$ cat src/rtl/csi_rx_pkt_ctrl_pkg.sv
// csi_rx_pkt_ctrl_pkg: shared types and constants for the CSI-2 receive packet controller.
package csi_rx_pkt_ctrl_pkg;
    localparam int NUM_LANE = 4;
    localparam logic [5:0] CSI_SHORT_DT_MAX = 6'h0F;
    typedef logic [NUM_LANE*8-1:0] lane_data_t;
    typedef enum logic [5:0] {
        DT_FS    = 6'h00,
        DT_FE    = 6'h01,
        DT_LS    = 6'h02,
        DT_LE    = 6'h03,
        DT_RAW8  = 6'h2A,
        DT_RAW10 = 6'h2B
    } csi_dt_e;
    typedef struct packed {
        logic [7:0]  ecc;
        logic [15:0] wc;
        logic [7:0]  di;
    } csi_hdr_t;
    typedef enum logic [1:0] {SYNC_WAIT, HDR, PAYLOAD, DONE} pkt_state_e;
    // Parity masks of the CSI-2 header ECC, bit i of the ECC covers the set bits of mask i
    localparam logic [23:0] ECC_MASK [6] = '{
        24'hF12CB7, 24'hF2555B, 24'h749A6D, 24'hB8E38E, 24'hDF03F0, 24'hEFFC00
    };
endpackage

$ cat src/rtl/csi_rx_hdr_ecc.sv
// csi_rx_hdr_ecc: combinational 6-bit CSI-2 packet header ECC generator.
module csi_rx_hdr_ecc
    import csi_rx_pkt_ctrl_pkg::*;
(
    input  logic [23:0] data,
    output logic [5:0]  ecc
);
    for (genvar g = 0; g < 6; g++) begin : g_par
        assign ecc[g] = ^(data & ECC_MASK[g]);
    end
endmodule

$ cat src/rtl/csi_rx_pkt_ctrl.sv
// csi_rx_pkt_ctrl: CSI-2 packet parser/sequencer after the word aligner.
// Header ECC checking is built in when CSI_RX_ECC_CHECK_EN is defined.
module csi_rx_pkt_ctrl
    import csi_rx_pkt_ctrl_pkg::*;
#(
    parameter int         NUM_LANE  = csi_rx_pkt_ctrl_pkg::NUM_LANE,
    parameter logic [1:0] VC_FILTER = 2'd0
) (
    input  logic                  byte_clock,
    input  logic                  reset_n,
    input  logic                  enable,
    input  logic                  word_valid,
    input  logic [NUM_LANE*8-1:0] word_data,
    output logic                  wait_for_sync,
    output logic                  packet_done,
    output logic                  frame_start,
    output logic                  frame_end,
    output logic                  line_start,
    output logic                  line_end,
    output logic                  pix_valid,
    output logic [NUM_LANE*8-1:0] pix_data,
    output logic [NUM_LANE-1:0]   pix_byte_en,
    output logic [5:0]            pix_dt,
    output logic                  pkt_err
);
    localparam logic [16:0] NL = 17'(NUM_LANE);
    pkt_state_e state, state_d;
    logic [7:0] di_q, di_d, wc_lo_q, wc_lo_d;
    logic [15:0] wc_q, wc_d;
    logic [16:0] rem, rem_d, cnt, cnt_d;
    logic [1:0] vc_q, vc_d;
    logic err_q, err_d, wfs_d, done_d, perr_d, pv_d, hdr_end, long_pkt, ecc_ok;
    logic [3:0] strb_d;
    logic [5:0] dt_d;
    logic [NUM_LANE*8-1:0] pd_d;
    logic [NUM_LANE-1:0] be, be_d;
    csi_hdr_t hdr;

    // 4 lanes deliver the whole header in one word; 2 lanes complete it from the HDR word
    if (NUM_LANE == 4) begin : g_hdr4
        logic unused_hdr;
        assign hdr = word_data[31:0];
        assign unused_hdr = ^{di_q, wc_lo_q};
    end else begin : g_hdr2
        assign hdr = {word_data[15:0], wc_lo_q, di_q};
    end

`ifdef CSI_RX_ECC_CHECK_EN
    logic [5:0] ecc_calc;
    logic unused_ecc;
    csi_rx_hdr_ecc u_ecc (.data(hdr[23:0]), .ecc(ecc_calc));
    assign ecc_ok = ecc_calc == hdr.ecc[5:0];
    assign unused_ecc = ^hdr.ecc[7:6];
`else
    logic unused_ecc;
    assign ecc_ok = 1'b1;
    assign unused_ecc = ^hdr.ecc;
`endif

    assign hdr_end = word_valid && ((state == SYNC_WAIT && NUM_LANE == 4) || state == HDR);
    assign long_pkt = hdr.di[5:0] > CSI_SHORT_DT_MAX;

    always_comb begin
        for (int i = 0; i < NUM_LANE; i++) be[i] = (cnt + 17'(i)) < {1'b0, wc_q};
    end

    always_comb begin
        state_d = state;
        di_d = di_q;
        wc_lo_d = wc_lo_q;
        wc_d = wc_q;
        rem_d = rem;
        cnt_d = cnt;
        vc_d = vc_q;
        err_d = err_q;
        dt_d = pix_dt;
        wfs_d = 1'b0;
        done_d = 1'b0;
        perr_d = 1'b0;
        strb_d = '0;
        pv_d = 1'b0;
        pd_d = '0;
        be_d = '0;
        case (state)
            SYNC_WAIT: begin
                wfs_d = !word_valid;
                err_d = 1'b0;
                if (word_valid) begin
                    state_d = HDR;
                    di_d = word_data[7:0];
                    wc_lo_d = word_data[15:8];
                end
            end
            HDR: if (!word_valid) begin
                state_d = DONE;
                err_d = 1'b1;
            end
            PAYLOAD: if (!word_valid) begin
                state_d = DONE;
                err_d = 1'b1;
            end else begin
                rem_d = (rem > NL) ? rem - NL : '0;
                cnt_d = cnt + NL;
                pv_d = |be && vc_q == VC_FILTER;
                pd_d = pv_d ? word_data : '0;
                be_d = pv_d ? be : '0;
                state_d = (rem <= NL) ? DONE : PAYLOAD;
            end
            default: begin
                done_d = 1'b1;
                perr_d = err_q;
                state_d = SYNC_WAIT;
            end
        endcase
        if (hdr_end) begin
            if (!ecc_ok) begin
                state_d = DONE;
                err_d = 1'b1;
            end else if (!long_pkt) begin
                state_d = DONE;
                strb_d = {hdr.di[5:0] == DT_FS, hdr.di[5:0] == DT_FE, hdr.di[5:0] == DT_LS, hdr.di[5:0] == DT_LE};
            end else begin
                state_d = PAYLOAD;
                rem_d = {1'b0, hdr.wc} + 17'd2;
                wc_d = hdr.wc;
                cnt_d = '0;
                vc_d = hdr.di[7:6];
                dt_d = hdr.di[5:0];
            end
        end
    end

    // Disabling behaves like reset: silent return to sync hunt, no done/err pulse
    always_ff @(posedge byte_clock) begin
        if (!reset_n || !enable) begin
            state <= SYNC_WAIT;
            di_q <= '0;
            wc_lo_q <= '0;
            wc_q <= '0;
            rem <= '0;
            cnt <= '0;
            vc_q <= '0;
            err_q <= 1'b0;
            wait_for_sync <= 1'b1;
            packet_done <= 1'b0;
            pkt_err <= 1'b0;
            {frame_start, frame_end, line_start, line_end} <= '0;
            pix_valid <= 1'b0;
            pix_data <= '0;
            pix_byte_en <= '0;
            pix_dt <= '0;
        end else begin
            state <= state_d;
            di_q <= di_d;
            wc_lo_q <= wc_lo_d;
            wc_q <= wc_d;
            rem <= rem_d;
            cnt <= cnt_d;
            vc_q <= vc_d;
            err_q <= err_d;
            wait_for_sync <= wfs_d;
            packet_done <= done_d;
            pkt_err <= perr_d;
            {frame_start, frame_end, line_start, line_end} <= strb_d;
            pix_valid <= pv_d;
            pix_data <= pd_d;
            pix_byte_en <= be_d;
            pix_dt <= dt_d;
        end
    end
endmodule

$ cat config.mk
export PLATFORM = sky130hd
export DESIGN_NAME = csi_rx_pkt_ctrl
export DESIGN_NICKNAME = d
export VERILOG_FILES = /design/src/rtl/csi_rx_pkt_ctrl_pkg.sv /design/src/rtl/csi_rx_hdr_ecc.sv /design/src/rtl/csi_rx_pkt_ctrl.sv
export SDC_FILE = /design/constraint.sdc
export NUM_CORES = 1
export LEC_CHECK = 0
export ABC_AREA = 0
export BUFFER_PORTS_ARGS = -buffer_cell sky130_fd_sc_hd__buf_4
export CORE_ASPECT_RATIO = 0.6
export CORE_UTILIZATION = 45
export DETAILED_ROUTE_END_ITERATION = 10
export PLACE_DENSITY = 0.69
export SYNTH_ARGS = -nofsm -noshare
export SYNTH_HDL_FRONTEND = slang
export SYNTH_SLANG_ARGS = --single-unit
$ cat constraint.sdc
create_clock -name byte_clock -period 2.09 [get_ports byte_clock]
set_input_delay 0.209 -clock byte_clock [delete_from_list [all_inputs] [get_ports byte_clock]]
set_output_delay 0.209 -clock byte_clock [all_outputs]
set_load 0.005 [all_outputs]
==> run metrics <==
hold buffers post-CTS 0; WL/cell 16.63 um; ys async rst share 0%; unrepaired setup endpoints after global routing yes; CTS Buf Count 9; Clk pin slew, worst setup/hold paths about 80 ps; syn_area_per_cell between 8 and 9 um^2; Synth top cells by count 103 x dfxtp_1, 78 x nand2_1, 60 x inv_1; Synth top area share 40.21%; largest net degree at the start of global routing 35; Inserted Diodes 0; # port buffers 85; register area share after synthesis about two fifths; # fillers 961; pwr/cell area 679.9 nW/um^2; synth warn 0; Tmin final 2076 ps; count leader, synth dfxtp_1; WHS 38.11 ps; Worst-Margin Slew between 500 and 600 ps; top achievable clock speed roughly 0.48 GHz; DRC Markers 0; gr usage total between 20 and 25%; post-DP HPWL ~11 mm; GRT overflow 0; max-slew violations 0; Worst Setup SP wc_q[12]; Max Root-Sink Buffers 2; total power 4.415 mW; Min-Delay Path Class input port to register; Hold Path Depth 2; Final WS setup 13.94 ps; Max rail drop VDD roughly 0.43 mV; max_slew headroom a little over three fifths; Area contributors post-synth dfxtp_1 40%, ha_1 10%, nand2_1 5.7%; number of top-level pins 86; Top FF cell, synth dfxtp_1; Sink Count ~100; first-pass GRT wire length 22.49 mm; Crit Path Category register to register; crit path DAT about 2300 ps; final wirelength ~14 mm; initial antenna violation count 0; HP Start word_data[1]; Initial Utilization roughly 47%; die span in y approximately 85 um; DRT iter0 DRCs 245; Syn Nets about 700; setup violators final 0; path depth of the worst reg2reg path 8; number of post-CTS setup repair buffers 0; CP Launch Type register; worst skew pair latency around 350 ps; Final Cycle Share between 90 and 100%; Syn Inst Count 623; Syn-to-layout area delta 26.65%; EDFF count, synth 0; vias in the first global route 4506; status completed; total core area about 11000 um^2; GPL Wtd Cong between 0.8 and 0.9; Yosys reg bits ~100; skew final approximately 8.4 ps; via/cell ratio around 5.5; # H-tree levels 3; Final ANT Viol Nets 0; Mapped Area approximately 5100 um^2; Crit Path Max Fanout 33; vias around 4700; worst path required time between 2000 and 2500 ps; RR Endpoint pix_data[31]; layout cells sized above 1 about a quarter; CP Capture Type register; Root Driver clkbuf_16; drt first pass iters 4; Worst R2R Setup Slack around 14 ps; Synth cell types 50; die width 139.8 um; pre-CTS WS -79.72 ps; Hold Crit Endpoint frame_start; CTS tree built; static leakage power roughly 2.8 nW; full die area roughly 12000 um^2; # rows 29; RR Startpoint wc_q[12]; Synth area leader dfxtp_1; Hold Fails Final Rpt 0; Max Cap Viol 0; Final #Nets slightly below 800
==> per-stage QoR <==
step                setup TNS [ps]  util (%)  std cells  area [um^2]
global placement            -235.2     56.16        835         6072
floorplan                        0         -        623         5185
CTS                         -3.127     59.16        851         6397
detailed placement           -2072     56.16        835         6072
global route                -756.7     60.06        851         6494
finish                           0     60.06        851         6494
==> power breakdown <==
part	total [mW]	internal, mW	switching, mW
combinational	0.677	0.292	0.384
clock	1.69	0.849	0.838
sequential	2.05	2.02	0.0355
==> placed cells by master, fill, tap and decap left out, drive strengths merged, types with 15 or more instances in the layout <==
master	netlist	routed
a21oi	49	49
a31oi	33	33
buf	5	118
dfxtp	103	103
ha	42	42
inv	60	65
nand2	78	78
nand3	21	21
nor2	28	28
nor3	21	21
o21ai	15	15
xnor2	25	25
==> cell families (layout without fill, tap and decap cells) <==
logic type               count (synthesis)  count (layout)  share of synthesized area [%]
XOR/XNOR                                31              31                          5.295
AO/OA/AOI/OAI                          138             138                          16.54
buffers and inverters                  105             194                          8.028
AND/OR/NAND/NOR                        203             203                          19.47
multiplexers                             1               1                         0.1952
flip-flops                             103             103                          40.21
adder cells (fa/ha/maj)                 42              42                          10.25
==> state kept, by name (all words and copies together) (netlist names), 2 cells and up <==
signal	flops
cnt	15
pix_byte_en	4
pix_data	32
pix_dt	6
rem	17
state	2
vc_q	2
wc_q	16
==> area by class of cell <==
cell class	count	area (um^2)	area share (%)
Timing Repair Buffer	118	923.4	14.22
Sequential cell	103	2071	31.89
Inverter	60	225.2	3.468
Clock inverter	7	72.57	1.118
Clock buffer	9	225.2	3.468
Multi-Input combinational cell	415	2803	43.16
Tap cell	139	173.9	2.678
==> worst max-delay path by stage <==
stage                   endpoint  cells after the start
detailed placement  pix_data[30]                      8
global placement     pix_data[9]                      8
floorplan                rem[16]                      7
finish              pix_data[31]                      8
global route        pix_data[15]                      8
CTS                 pix_data[30]                      8
==> timing repair <==
| item | in CTS | in global routing |
|---|---|---|
| setup endpoints to repair | 33 | 38 |
| cloned | 0 | 0 |
| pin swaps | 0 | 2 |
| endpoints found under the hold margin | 0 | 0 |
| resized for setup | 5 | 21 |
==> worst max-delay path, stage by stage, from the launching register on <==
cell and delay, ps:
dfxtp_2 340, inv_2 50, ha_4 290, and3_4 230
nand2_2 70, o32a_1 360, a32oi_2 270, buf_12 220
a31oi_1 100
==> layer usage <==
layer / vias to the layer above / track usage (%) / routed length (um)
li1: 2318 / - / -
met1: 2244 / 33.79 / 6943
met2: 141 / 36.27 / 5960
met3: 18 / 7.758 / 1062
met4: 0 / 6.593 / 182
met5: - / 0 / 0
Power figures use the tool's default switching activity.
